File: config.mk
export PLATFORM = sky130hd
export DESIGN_NAME = traffic_phase_scheduler
export DESIGN_NICKNAME = d
export VERILOG_FILES = /design/src/rtl/traffic_phase_scheduler.sv
export SDC_FILE = /design/constraint.sdc
export NUM_CORES = 1
export LEC_CHECK = 0
export CAP_MARGIN = 40
export CORE_MARGIN = 4
export CORE_UTILIZATION = 53
export CTS_CLUSTER_DIAMETER = 150
export CTS_CLUSTER_SIZE = 25
export DETAILED_ROUTE_END_ITERATION = 10
export PLACE_DENSITY_LB_ADDON = 0.15
export RECOVER_POWER = 100
export SETUP_SLACK_MARGIN = 0.1
export SLEW_MARGIN = 40
export SYNTH_ARGS = -nofsm -noshare
export SYNTH_HDL_FRONTEND = slang
export SYNTH_SLANG_ARGS = --single-unit
File: constraint.sdc
create_clock -name clk_i -period 3.7 [get_ports clk_i]
set_input_delay 0.74 -clock clk_i [delete_from_list [all_inputs] [get_ports clk_i]]
set_output_delay 0.74 -clock clk_i [all_outputs]
set_load 0.02 [all_outputs]
File: src/rtl/traffic_phase_scheduler.sv
// Actuated two-phase intersection scheduler with pedestrian walk and emergency pre-emption.
// Timing advances on a 1 s tick divided from clk; all outputs are registered.
module traffic_phase_scheduler #(
  parameter int unsigned TICK_DIV  = 500000,
  parameter int unsigned GREEN_MIN = 10,
  parameter int unsigned GREEN_MAX = 50,
  parameter int unsigned YELLOW_T  = 6,
  parameter int unsigned ALLRED_T  = 2,
  parameter int unsigned WALK_T    = 8
) (
  input  logic       clk_i,
  input  logic       rst_i,
  input  logic       en_i,
  input  logic       car_ns_i,
  input  logic       car_ew_i,
  input  logic       ped_ns_req_i,
  input  logic       ped_ew_req_i,
  input  logic       emerg_req_i,
  input  logic       emerg_dir_i,
  output logic [2:0] north_south_o,
  output logic [2:0] east_west_o,
  output logic       walk_ns_o,
  output logic       walk_ew_o,
  output logic       ped_ns_ack_o,
  output logic       ped_ew_ack_o,
  output logic [2:0] phase_o
);

  localparam logic [2:0] StInit = 3'b000;
  localparam logic [2:0] StNsG  = 3'b001;
  localparam logic [2:0] StNsY  = 3'b010;
  localparam logic [2:0] StAr1  = 3'b011;
  localparam logic [2:0] StEwG  = 3'b100;
  localparam logic [2:0] StEwY  = 3'b101;
  localparam logic [2:0] StAr2  = 3'b110;
  localparam logic [2:0] StPre  = 3'b111;

  localparam logic [2:0] LGreen  = 3'b100;
  localparam logic [2:0] LYellow = 3'b010;
  localparam logic [2:0] LRed    = 3'b001;

  localparam int unsigned TMaxA = (GREEN_MAX > YELLOW_T) ? GREEN_MAX : YELLOW_T;
  localparam int unsigned TMax  = (TMaxA > ALLRED_T) ? TMaxA : ALLRED_T;
  localparam int unsigned TW    = $clog2(TMax + 1);
  localparam int unsigned PW    = (TICK_DIV > 1) ? $clog2(TICK_DIV) : 1;

  localparam logic [PW-1:0] PLast   = PW'(TICK_DIV - 1);
  localparam logic [TW-1:0] TCap    = TW'(TMax);
  localparam logic [TW-1:0] TGMin   = TW'(GREEN_MIN);
  localparam logic [TW-1:0] TGMax   = TW'(GREEN_MAX);
  localparam logic [TW-1:0] TYel    = TW'(YELLOW_T);
  localparam logic [TW-1:0] TAllRed = TW'(ALLRED_T);
  localparam logic [TW-1:0] TWalk   = TW'(WALK_T);

  logic [PW-1:0] presc_q, presc_d;
  logic [TW-1:0] timer_q, timer_d, t_inc;
  logic [2:0]    state_q, state_d;
  logic          pre_dir_q, pre_dir_d;
  logic          pend_ns_q, pend_ns_d, pend_ew_q, pend_ew_d;
  logic          walk_ns_q, walk_ns_d, walk_ew_q, walk_ew_d;
  logic          ack_ns_q, ack_ns_d, ack_ew_q, ack_ew_d;
  logic [2:0]    ns_q, ns_d, ew_q, ew_d;
  logic          tick, dem_ns, dem_ew;

  always_comb begin
    tick    = en_i && (presc_q == PLast);
    presc_d = presc_q;
    if (en_i) presc_d = tick ? '0 : presc_q + 1'b1;
    t_inc   = (timer_q == TCap) ? timer_q : timer_q + 1'b1;
    dem_ns  = car_ns_i | pend_ns_q;
    dem_ew  = car_ew_i | pend_ew_q;

    // Interval ends use the post-tick count, so a state lasts exactly its tick budget.
    state_d   = state_q;
    pre_dir_d = pre_dir_q;
    if (en_i) begin
      case (state_q)
        StInit, StAr2: begin
          if (tick && t_inc >= TAllRed) begin
            if (emerg_req_i) begin
              state_d   = StPre;
              pre_dir_d = emerg_dir_i;
            end else begin
              state_d = StNsG;
            end
          end
        end
        StAr1: begin
          if (tick && t_inc >= TAllRed) begin
            if (emerg_req_i) begin
              state_d   = StPre;
              pre_dir_d = emerg_dir_i;
            end else begin
              state_d = StEwG;
            end
          end
        end
        StNsG: begin
          if (emerg_req_i) begin
            if (emerg_dir_i) begin
              state_d = StNsY;
            end else begin
              state_d   = StPre;
              pre_dir_d = 1'b0;
            end
          end else if (tick && dem_ew &&
                       ((t_inc >= TGMin && !car_ns_i) || t_inc >= TGMax)) begin
            state_d = StNsY;
          end
        end
        StEwG: begin
          if (emerg_req_i) begin
            if (!emerg_dir_i) begin
              state_d = StEwY;
            end else begin
              state_d   = StPre;
              pre_dir_d = 1'b1;
            end
          end else if (tick && dem_ns &&
                       ((t_inc >= TGMin && !car_ew_i) || t_inc >= TGMax)) begin
            state_d = StEwY;
          end
        end
        StNsY: if (tick && t_inc >= TYel) state_d = StAr1;
        StEwY: if (tick && t_inc >= TYel) state_d = StAr2;
        StPre: if (tick && !emerg_req_i) state_d = pre_dir_q ? StEwY : StNsY;
        default: state_d = StInit;
      endcase
    end

    timer_d = timer_q;
    if (state_d != state_q) timer_d = '0;
    else if (tick)          timer_d = t_inc;

    // Walk is armed only by a request pending at green entry, then runs out on the timer.
    walk_ns_d = (state_d == StNsG) && ((state_q != StNsG) ? pend_ns_q : walk_ns_q) &&
                (timer_d < TWalk);
    walk_ew_d = (state_d == StEwG) && ((state_q != StEwG) ? pend_ew_q : walk_ew_q) &&
                (timer_d < TWalk);
    ack_ns_d  = walk_ns_d && !walk_ns_q;
    ack_ew_d  = walk_ew_d && !walk_ew_q;
    pend_ns_d = ack_ns_d ? 1'b0 : (pend_ns_q | ped_ns_req_i);
    pend_ew_d = ack_ew_d ? 1'b0 : (pend_ew_q | ped_ew_req_i);

    ns_d = LRed;
    ew_d = LRed;
    case (state_d)
      StNsG:   ns_d = LGreen;
      StNsY:   ns_d = LYellow;
      StEwG:   ew_d = LGreen;
      StEwY:   ew_d = LYellow;
      StPre: begin
        if (pre_dir_d) ew_d = LGreen;
        else           ns_d = LGreen;
      end
      default: ;
    endcase
  end

  always_ff @(posedge clk_i) begin
    if (rst_i) begin
      presc_q   <= '0;
      timer_q   <= '0;
      state_q   <= StInit;
      pre_dir_q <= 1'b0;
      pend_ns_q <= 1'b0;
      pend_ew_q <= 1'b0;
      walk_ns_q <= 1'b0;
      walk_ew_q <= 1'b0;
      ack_ns_q  <= 1'b0;
      ack_ew_q  <= 1'b0;
      ns_q      <= LRed;
      ew_q      <= LRed;
    end else begin
      presc_q   <= presc_d;
      timer_q   <= timer_d;
      state_q   <= state_d;
      pre_dir_q <= pre_dir_d;
      pend_ns_q <= pend_ns_d;
      pend_ew_q <= pend_ew_d;
      walk_ns_q <= walk_ns_d;
      walk_ew_q <= walk_ew_d;
      ack_ns_q  <= ack_ns_d;
      ack_ew_q  <= ack_ew_d;
      ns_q      <= ns_d;
      ew_q      <= ew_d;
    end
  end

  assign north_south_o = ns_q;
  assign east_west_o   = ew_q;
  assign walk_ns_o     = walk_ns_q;
  assign walk_ew_o     = walk_ew_q;
  assign ped_ns_ack_o  = ack_ns_q;
  assign ped_ew_ack_o  = ack_ew_q;
  assign phase_o       = state_q;

endmodule

==> Word-level counts from Yosys, hierarchy flattened <==
Cells that the tools add are included.
{ "totals": {"reg_bits": 41, "inputBits": 9, "out_inout_bits": 13, "elab_cells": 102} }
{ "classes": {"addsub": 2, "order_cmp": 5, "n_eq_ne": 17, "muxes": 34, "bitwise_logic": 4, "reduce_logical": 28} }
{ "op_table": {"columns": ["op", "n"], "rows": [
  ["2-to-1 mux 3 bit", 15],
  ["== test 3 bit, second input constant", 7],
  ["case mux 3 bit (7 select lines)", 1],
  ["adder 19 x 1 -> 19 bit, second input constant", 1],
  ["== test 19 bit, second input constant", 1],
  ["2-to-1 mux 19 bit", 1],
  ["2-to-1 mux 6 bit", 3],
  ["case mux 3 bit (3 select lines)", 2],
  ["logical AND 1 bit", 16],
  ["== test 3 x 2 -> 1 bit, second input constant", 3],
  ["2-to-1 mux 1 bit", 9],
  ["adder 6 x 1 -> 6 bit, second input constant", 1],
  ["== test 3 x 1 -> 1 bit, second input constant", 2],
  ["== test 6 bit, second input constant", 1],
  ["greater-or-equal comparator 6 x 2 -> 1 bit, second input constant", 1],
  ["greater-or-equal comparator 6 x 3 -> 1 bit, second input constant", 1],
  ["greater-or-equal comparator 6 x 4 -> 1 bit, second input constant", 1],
  ["greater-or-equal comparator 6 bit, second input constant", 1],
  ["< comparator 6 x 4 -> 1 bit, second input constant", 1],
  ["OR reduction 2 bit", 3],
  ["logical NOT 1 bit", 5],
  ["2-to-1 mux 2 bit", 2],
  ["bitwise OR 1 bit", 4],
  ["logical NOT 3 bit", 1],
  ["6 further kinds", 7]
]} }

==> Longest topological paths before layout <==
{ "depth": {"depth_word": 16, "ltp_mapped": 12, "depth_no_buf": 11} }

==> Worst setup path after synthesis <==
OpenSTA, ideal clock, no wires.
{ "synth_path": {"path_kind": "register to register", "from": "register presc_q[5]", "to": "register timer_q[1]", "setup_ns": 0.079, "arrival_ns": 2.868, "required_ns": 3.621, "slack_ns": 0.753, "stages_incl_launch_ff": 11, "n_path_buf": 1, "period_less_slack_ns": 2.947, "path_cell_list": "dfxtp_1 or4_1 or4_4 o32ai_1 a311oi_1 a311oi_1 nand4_1 and3b_1 or3_1 buf_2 a211oi_2"} }
{ "synth_between": {"elab_chain_len": 10, "word_cells_on_any_way": 23, "classes_between": "eq/ne: 2; mux: 13; reduce/logical: 8"} }
{ "synth_rtl": {"columns": ["item", "line_no", "text"], "rows": [
  ["from (decl)", "55", "logic [PW-1:0] presc_q, presc_d;"],
  ["from (signal assigned)", "175", "presc_q <= presc_d;"],
  ["== test 19 bit (*)", "66", "tick = en_i && (presc_q == PLast);"],
  ["logical AND 1 bit (*)", "66", null],
  ["logical AND 1 bit, on equally long branches (2 in series)", "119, 106", null],
  ["2-to-1 mux 3 bit, on equally long branches", "119, 106", null],
  ["2-to-1 mux 3 bit, on equally long branches", "112, 99", null],
  ["case mux 3 bit (7 select lines)", "77", "case (state_q)"],
  ["2-to-1 mux 3 bit", "76", "if (en_i) begin"],
  ["!= test 3 bit", "132", "if (state_d != state_q) timer_d = '0;"],
  ["2-to-1 mux 6 bit (*)", "132", null],
  ["to (signal assigned)", "176", "timer_q <= timer_d;"],
  ["to (decl)", "56", "logic [TW-1:0] timer_q, timer_d, t_inc;"]
]} }
Every way passes the cells marked *; elsewhere a longest branch is shown, timed or not.
A chain may end at the register's enable or synchronous reset.

==> Worst setup path after layout <==
{ "layout_path": {"from": "input en_i", "to": "register walk_ew_q, in the netlist walk_ew_o"} }
{ "layout_between": {"elab_chain_len": 11, "word_cells_on_any_way": 26, "classes_between": "order compare: 1; eq/ne: 2; mux: 13; reduce/logical: 10"} }
{ "layout_rtl": {"columns": ["item", "line_no", "text"], "rows": [
  ["from (decl)", "13", "input logic en_i,"],
  ["logical AND 1 bit", "66", null],
  ["logical AND 1 bit, on equally long branches (2 in series)", "119, 106", null],
  ["2-to-1 mux 3 bit, on equally long branches", "119, 106", null],
  ["2-to-1 mux 3 bit, on equally long branches", "112, 99", null],
  ["case mux 3 bit (7 select lines)", "77", null],
  ["2-to-1 mux 3 bit", "76", null],
  ["!= test 3 bit", "132", null],
  ["2-to-1 mux 6 bit", "132", null],
  ["< comparator 6 x 4 -> 1 bit", "139", "(timer_d < TWalk);"],
  ["logical AND 1 bit (*)", "138", "walk_ew_d = (state_d == StEwG) && ((state_q != StEwG) ? pend_ew_q : walk_ew_q) &&"],
  ["to (signal assigned)", "182", "walk_ew_q <= walk_ew_d;"],
  ["to (decl)", "60", "logic walk_ns_q, walk_ns_d, walk_ew_q, walk_ew_d;"]
]} }
Marked as above.

==> run summary <==
Clock network power share - 28.7%
Largest net degree at the start of global routing - 19
All-Layer GR Usage - 22.4%
Cts bufs inserted - 5
Synth top area cells - dfxtp_1 (32%), nor2_1 (6.2%), xor2_1 (4.8%), nand2_1 (4.3%), xnor2_1 (3.5%)
Clock Path Buffers - 2
Final period demand of the worst path - 3400 ps
Synth Area per Inst - 7.78 µm²
Core area - 4500 µm²
Yosys top cell by area - dfxtp_1
Sw power - 0.316 mW
Worst Setup Start Kind - input port
Slew headroom - 58.3%
Area of the multi-input gates - 1600 µm²
Grt total ovfl - 0
Die H - 77.2 µm
Ratio of cells with drive above 1 in the final layout - 6.05%
Synth top area share - 32.4%
Worst Hold End - presc_q[1]
Routability Congestion - 0.973
Flop-to-flop setup slack - 360 ps
Top-count cell post-synth - nor2_1
Most frequent cells after synthesis - nor2_1 (42), dfxtp_1 (41), nand2_1 (29), o21ai_0 (16), clkbuf_1 (15)
Max Freq - 294 MHz
Gate power share - 24.5%
Root buffer cell - clkbuf_8
Worst R2R End - walk_ew_o
Routed WL per cell - 15.8 µm
Full die area - 5960 µm²
Initial antenna violation count - 0
Final hold violations - 0
Leak - 1.07 nW
FF+latch area - 821 µm²
Port-buffer cells - 21
Power per cell area - 357 nW/µm²
Die X - 77.2 µm
Ys flop type - dfxtp_1
WP buf/inv - 2
Worst-path cell chain - clkdlybuf4s50_1, nand3_1, or4_4, o32ai_1, a311oi_1, a311oi_1, nand4_1, o22ai_1, buf_4, nand3_1, nor3b_1
Outcome - completed
Post-synthesis sequential area ratio - 32.4%
DRC - 0
Register bit total from synthesis - 41
Final Skew - 11.7 ps
I/O Pins - 22
Reg2reg start - timer_q[1]
Post-CTS Hold Fix Bufs - 0
Area Overhead vs Synth - 14.0%
Routed Antenna Nets - 0
Filler Cells Inserted - 420
Int Pwr - 0.717 mW
DR pass1 iterations - 5
CP max FO - 6
CP arrival - 3620 ps
DRT iter0 DRCs - 148
Post-CTS Setup Inserts - 0
Asr flop ratio synth - 0%
HPWL after DPL - 4680 µm
Critical path endpoint category - register
CTS tree - built
Crit path required time - 3920 ps
Synth Warn # - 0
Final net count - 359
Slew Limit Fails - 0
Vias/cell - 6.24
RSZ-0062 raised after global routing - false
Critical path type - input port to register
Worst-margin pin slew - 625 ps
Total power - 1.03 mW
Initial core utilization - 56.3%
Hold_sp - presc_q[1]
Final period util - 91.8%
Total negative slack - 0 ps
Worst skew pair latency - 300 ps
Slowest cell on the critical path - or4_4
Final setup fails - 0
CP top delay family - simple AND/OR/NAND/NOR gates
Number of flops mapped to enable cells by yosys - 0
Worst reg-to-reg path cell count - 11
Worst Hold Class - register to register
Global-route wire length before repair - 11,000 µm
Synth Cell Area - 2540 µm²
Syn_nets - 338
Peak supply drop - 0.256 mV
Vias in the first global route - 2,352
Final wirelength - 6320 µm
Sw Share - 30.6%
Htree depth - 2
Number of diodes - 0
Sequential share of power - 46.8%
Register clock-pin slew on the reported worst setup and hold paths - 80 ps
Peak per-stage delay on the critical path - 550 ps
Hold Path Cell Cnt - 2
Row count - 24
Clock sink total - 41
Synth Instances - 326
Via Count - 2,491
Maxcap violations - 0
Yosys cell types - 60
Resize count post-CTS - 0
[worst max path at each step]
stage / start / cells past startpoint / slack [ps] / to
finish: en_i / 11 / 300 / walk_ew_o
global route: timer_q[1] / 10 / 70 / walk_ew_o
CTS: en_i / 10 / 400 / north_south_o[0]
detailed placement: en_i / 10 / 90 / north_south_o[0]
global placement: en_i / 10 / 140 / north_south_o[0]
floorplan: presc_q[5] / 10 / 750 / timer_q[1]
[worst reg2reg max path, stage by stage, from the launching register on]
cell and delay [ps]:
dfxtp_1 510, ha_1 450, or3_1 180, a21oi_1 90, o21ai_0 440, o2111ai_1 180, a311oi_1 290, nand4_1 140
o22ai_1 370, buf_4 220, nand3_1 170, nor3b_1 240
[layout make-up]
cell class / instances / share of cell area (%)
inverter: 11 / 1.43
tap: 52 / 2.25
sequential: 41 / 28.4
timing repair buffer: 31 / 9.61
multi-input combinational: 257 / 55.3
clock buffer: 7 / 2.99
[per-stage QoR]
stage	hold WS (ps)	util [%]	worst slack [ps]	area, µm²	instances
3_5_place_dp	484	62.6	91.0	2820	392
4_1_cts	495	64.6	397	2910	399
6_report	489	64.2	304	2890	399
2_1_floorplan	458	-	753	2540	326
3_3_place_gp	473	62.6	143	2820	392
5_1_grt	520	64.2	71.8	2890	399
[kinds of logic after synthesis]
group,synth area share [%]
muxes,0.789
xor gates and xnor gates,8.29
and+or+nand+nor,32.7
DFF,32.4
adders and majority gates,1.48
AOI/OAI and AO/OA,20.2
buffers and inverters,4.19
[sequential cells by signal (all words and copies together), names as in the netlist]
name           count
presc_q           19
timer_q            6
east_west_o        3
north_south_o      3
phase_o            3
ped_ew_ack_o       1
ped_ns_ack_o       1
pend_ew_q          1
pend_ns_q          1
pre_dir_q          1
walk_ew_o          1
walk_ns_o          1
[placed cells by master (no fill, tap or decap), types with 3 or more instances in the layout]
cell type and count:
xnor2_1 10, a211oi_1 5, nor3_1 9, nand4_1 9, ha_1 3, and3_1 11
nor2_1 43, xor2_1 14, clkbuf_8 6, clkdlybuf4s50_1 8, nor3b_1 6, nand2b_1 4
nand2_1 29, o32ai_1 3, a31oi_1 3, inv_1 11, o221ai_1 3, dfxtp_1 41
a311oi_1 4, buf_4 8, dlygate4sd3_1 13, or3_1 6, nor4b_1 3, o21ai_0 16
clkbuf_1 3, a21oi_1 13, nor2b_1 3, nand3_1 13
[layer usage]
metal / global-route usage [%] / part of all wire (%) / vias up
met5: 0 / 0 / -
met4: 9.07 / 1.6 / 0
met3: 5.97 / 8.0 / 8
met2: 34.7 / 45 / 80
met1: 29.4 / 45 / 1171
li1: - / - / 1232
[power by group through the flow]
stage | clock network, mW | registers [mW] | logic (mW)
finish | 0.296 | 0.484 | 0.253
global route | 0.325 | 0.487 | 0.277
CTS | 0.309 | 0.483 | 0.262
detailed placement | 0 | 0.493 | 0.261
global placement | 0 | 0.492 | 0.258
floorplan | 0 | 0.504 | 0.155
No activity file was read; power rests on OpenSTA's default activity.
